[src/rtl/icache.sv]
// icache: direct-mapped, 16 one-word frames, read-only instruction cache.
// Define ICACHE_STATS_EN to build the saturating hit/miss performance counters.
module icache (
   input  logic        CLK,
   input  logic        nRST,
   input  logic        imemREN,
   input  logic [31:0] imemaddr,
   output logic        ihit,
   output logic [31:0] imemload,
   output logic        iREN,
   output logic [31:0] iaddr,
   input  logic        iwait,
   input  logic [31:0] iload,
   output logic [31:0] hit_count,
   output logic [31:0] miss_count
);
   localparam logic [0:0] IDLE  = 1'b0;
   localparam logic [0:0] FETCH = 1'b1;
   logic [0:0]  state_q, state_d;
   logic [31:0] miss_addr_q, miss_addr_d;
   logic [15:0] valid_q;
   logic [25:0] tag_q [16];
   logic [31:0] data_q [16];
   logic [3:0]  idx, fill_idx;
   logic        lookup_hit, miss, fill;
   assign idx        = imemaddr[5:2];
   assign fill_idx   = miss_addr_q[5:2];
   assign lookup_hit = valid_q[idx] && (tag_q[idx] == imemaddr[31:6]);
   assign ihit       = (state_q == IDLE) && imemREN && lookup_hit;
   assign imemload   = ihit ? data_q[idx] : '0;
   assign miss       = (state_q == IDLE) && imemREN && !lookup_hit;
   assign fill       = (state_q == FETCH) && !iwait;
   assign iREN       = (state_q == FETCH);
   assign iaddr      = iREN ? miss_addr_q : '0;
   always_comb begin
      state_d     = miss ? FETCH : fill ? IDLE : state_q;
      miss_addr_d = miss ? imemaddr : miss_addr_q;
   end
   always_ff @(posedge CLK) begin
      if (!nRST) begin
         state_q     <= IDLE;
         miss_addr_q <= '0;
         valid_q     <= '0;
         for (int i = 0; i < 16; i++) begin
            tag_q[i]  <= '0;
            data_q[i] <= '0;
         end
      end else begin
         state_q     <= state_d;
         miss_addr_q <= miss_addr_d;
         if (fill) begin
            valid_q[fill_idx] <= 1'b1;
            tag_q[fill_idx]   <= miss_addr_q[31:6];
            data_q[fill_idx]  <= iload;
         end
      end
   end
`ifdef ICACHE_STATS_EN
   logic [31:0] hit_count_q, miss_count_q;
   always_ff @(posedge CLK) begin
      if (!nRST) begin
         hit_count_q  <= '0;
         miss_count_q <= '0;
      end else begin
         if (ihit && hit_count_q != '1) hit_count_q <= hit_count_q + 32'd1;
         if (miss && miss_count_q != '1) miss_count_q <= miss_count_q + 32'd1;
      end
   end
   assign hit_count  = hit_count_q;
   assign miss_count = miss_count_q;
`else
   assign hit_count  = '0;
   assign miss_count = '0;
`endif
endmodule
[config.mk]
export PLATFORM = sky130hd
export DESIGN_NAME = icache
export DESIGN_NICKNAME = d
export VERILOG_FILES = /design/src/rtl/icache.sv
export SDC_FILE = /design/constraint.sdc
export NUM_CORES = 1
export LEC_CHECK = 0
export CORE_ASPECT_RATIO = 1.25
export CORE_MARGIN = 3
export CORE_UTILIZATION = 44
export CTS_CLUSTER_DIAMETER = 100
export CTS_CLUSTER_SIZE = 30
export DETAILED_ROUTE_END_ITERATION = 8
export SLEW_MARGIN = 20
export SYNTH_ARGS = -nofsm -noshare
export SYNTH_HDL_FRONTEND = slang
export SYNTH_SLANG_ARGS = --single-unit
[constraint.sdc]
create_clock -name CLK -period 9.64 [get_ports CLK]
set_clock_uncertainty 0.05 [all_clocks]
set_input_delay 1.928 -clock CLK [delete_from_list [all_inputs] [get_ports CLK]]
set_output_delay 1.928 -clock CLK [all_outputs]
set_load 0.05 [all_outputs]
==> out/summary.txt <==
CP delay by family, top - buffers and inverters
FF-to-FF End - data_q[3][7]
actual slew at the worst max-slew pin - 1.15 ns
register area - 28,800 um2
Max rail drop VDD - 112 uV
HP Class - flip-flop to flip-flop
clock root buffer - clkbuf_16
Max-Slew Margin vs Limit - 23.4%
cts repair resizes - 0
Hold Startpoint - valid_q[14]
fin nets - 3,013
CTS HTree Levels - 2
Seq/Total Area, Yosys - 63.3%
Tmin final - 8.05 ns
Sink Count - 977
dominant synthesized flop cell - edfxtp_1
Cells after Synth - 2,985
Post-CTS Setup Bufs - 0
number of detailed-route iterations in the first pass - 6
Hold WS - 0.413 ns
drt wl/cell - 30.5 um
drt total wl - 131,000 um
Crit-path slowest cell - a2111oi_2
max-slew violations - 0
Area contributors post-synth - edfxtp_1 61%, and2_1 13%, mux4_2 13%
fraction of layout cells with a size suffix above 1 - 15.5%
Fill cells - 8,642
synth warn - 0
Fin. Hold Viols - 0
Switching Power - 1.92 mW
# IOs - 198
Gate power share - 9.8%
PortBufs - 133
Via density - 5.97
power per standard cell area - 158 nW/um2
post-synth top area cell - edfxtp_1
Hold-fix buffers, CTS - 0
count of cell types in the netlist - 54
WP data required - 7.66 ns
Die Area - 108,000 um2
area of the mapped netlist - 45,600 um2
Worst R2R Start - iREN
initial antenna violation count - 9
Total GRT Usage - 24.4%
clk_lat worst skew - 0.65 ns
total chip power - 7.82 mW
gr ovfl total - 0
status - finished clean
Post-DRT Antenna Nets - 0
Clock Power Share - 27.8%
cells on worst reg2reg path - 6
fmax - 124 MHz
most used cell, CP - buf_4
# setup viols final - 0
Int Pwr - 5.91 mW
#FFs+latches synth - 977
area of the multi-input gates - 15,600 um2
DIE WIDTH - 294 um
crit-path max cell delay - 0.73 ns
die height - 366 um
critical path type - input port to output port
sequential share of power - 62.4%
max cap viols - 0
Hold EP - valid_q[14]
vias post-DR - 25.7k
HPWL Detailed - 69,900 um
ys async rst share - 0%
Rows - 131
Final GP Congestion - 0.815
unrepaired setup endpoints after global routing - no
CP Max Fanout - 85
placed instance area - 48,300 um2
Clock Tree Buf Depth - 3
Worst setup EP type - output port
DRT iter0 DRCs - 3,014
TritonCTS clock tree - built
Pleak - 17.6 nW
switching part of the total - 24.5%
Layout area overhead - 8.65%
number of synthesized flops with an enable pin - 928
number of CTS-inserted buffers - 39
Worst-path clk slew - 0.12 ns
Synth top area share - 61.1%
crit path cell chain - buf_8 > buf_4 > mux4_2 > xnor2_1 > nor2_1 > a2111oi_2 > o2111ai_1 > nor3b_1 > nand4_1 > buf_4 > nor2b_1 > buf_12
post-route cell area - 49,500 um2
Avg Inst Size Synth - 15.3 um2
reg2reg setup slack - 5.91 ns
Tcrit/Tclk final - 83.5%
vias in the first global route - 26.6k
DRC - 0
first-pass GRT wire length - 189,000 um
WP buf/inv - 4
Starting Density - 44.5%
largest net degree at the start of global routing - 90
Worst EP arrival - 6.07 ns
Core Region - 102,000 um2
Hold Path Depth - 1
Setup TNS Final - 0 ns
crit start category - input port
state kept, by name (all words and copies together), names as in the netlist:
register     cells
data_q         512
tag_q          416
miss_addr_q     32
valid_q         16
iREN             1
area by class of cell:
cell class / instances / share of cell area, %
tap: 1330 / 3.36
antenna: 4 / 0.0202
sequential: 977 / 58.2
inverter: 3 / 0.0278
clock buffer: 60 / 2.21
multi-input combinational: 1721 / 31.5
clock inverter: 7 / 0.212
timing repair buffer: 203 / 4.46
metrics by stage:
step	worst slack, ns	instances	util, %
floorplan	2.01	3048	-
detailed placement	1.61	4233	47.1
finish	1.59	4305	48.4
global placement	1.53	4232	47.1
global route	1.41	4303	48.4
CTS	1.60	4300	48.3
Yosys cell counts (33+ instances only):
cell type and n:
buf_4 75, nand4b_1 33, edfxtp_1 928, nand4_1 101
nor2b_1 37, mux4_2 265, and2_1 962, dfxtp_1 49
mux2i_1 64, clkbuf_1 222, nand3_1 36
how the worst max path moves through the flow:
stage,start,to,slack [ns],depth (start not counted)
6_report,imemaddr[4],imemload[13],1.59,12
5_1_grt,imemaddr[4],imemload[23],1.41,12
4_1_cts,imemaddr[4],imemload[23],1.60,12
3_5_place_dp,imemaddr[4],imemload[23],1.61,12
3_3_place_gp,imemaddr[3],imemload[5],1.53,11
2_1_floorplan,nRST,data_q[13][0],2.01,5
cell families after synthesis:
logic type	count (synthesis)	share of synthesized area, %
other cells	1	0.00822
xor+xnor	34	0.653
buf+inv	350	3.71
simple gates	1233	16.9
compound gates	59	0.925
flops	977	63.3
mux	331	14.5
routing by layer:
layer,wire length (um),track usage (%),up-vias
met5,22,0,-
met4,3870,7.78,4
met3,9800,3.20,211
met2,66900,41.8,1153
met1,50800,32.3,13600
li1,-,-,10800
worst register-to-register path: stages (launching register included):
cell and delay, ns:
dfxtp_1 0.33, buf_4 0.39, and2_1 0.22, nand4b_1 0.59
nor3_2 0.35, nand2b_4 0.53, buf_4 0.79
placed cells by master, fill, tap and decap left out, drive strengths merged, types with 2 or more instances in the layout:
cell type,synthesis,layout
and2,962,962
edfxtp,928,928
mux4,265,265
buf,125,108
nand4,101,101
clkdlybuf4s50,0,95
mux2i,64,64
conb,1,64
clkbuf,222,60
dfxtp,49,49
nor2b,37,37
nand3,36,36
nand4b,33,33
xnor2,27,27
nor2,19,19
a21o,16,16
o21ai,16,16
nand2b,10,10
nand2,8,8
xor2,7,7
nor3,7,7
a21oi,5,5
nor4,5,5
inv,3,5
diode,0,4
a221oi,4,4
or3,4,4
o2111ai,4,4
clkinv,0,4
nand3b,3,3
a22oi,2,2
o211a,2,2
mux2,2,2
and4,2,2
power by group through the flow:
stage               Clock, mW  Combinational [mW]  Sequential [mW]
floorplan                   0               0.528             4.95
global placement            0               0.758             4.97
detailed placement          0               0.766             4.98
global route             2.35               0.800             4.91
finish                   2.18               0.764             4.89
CTS                      2.21               0.767             4.89
No activity file was read; power rests on OpenSTA's default activity.
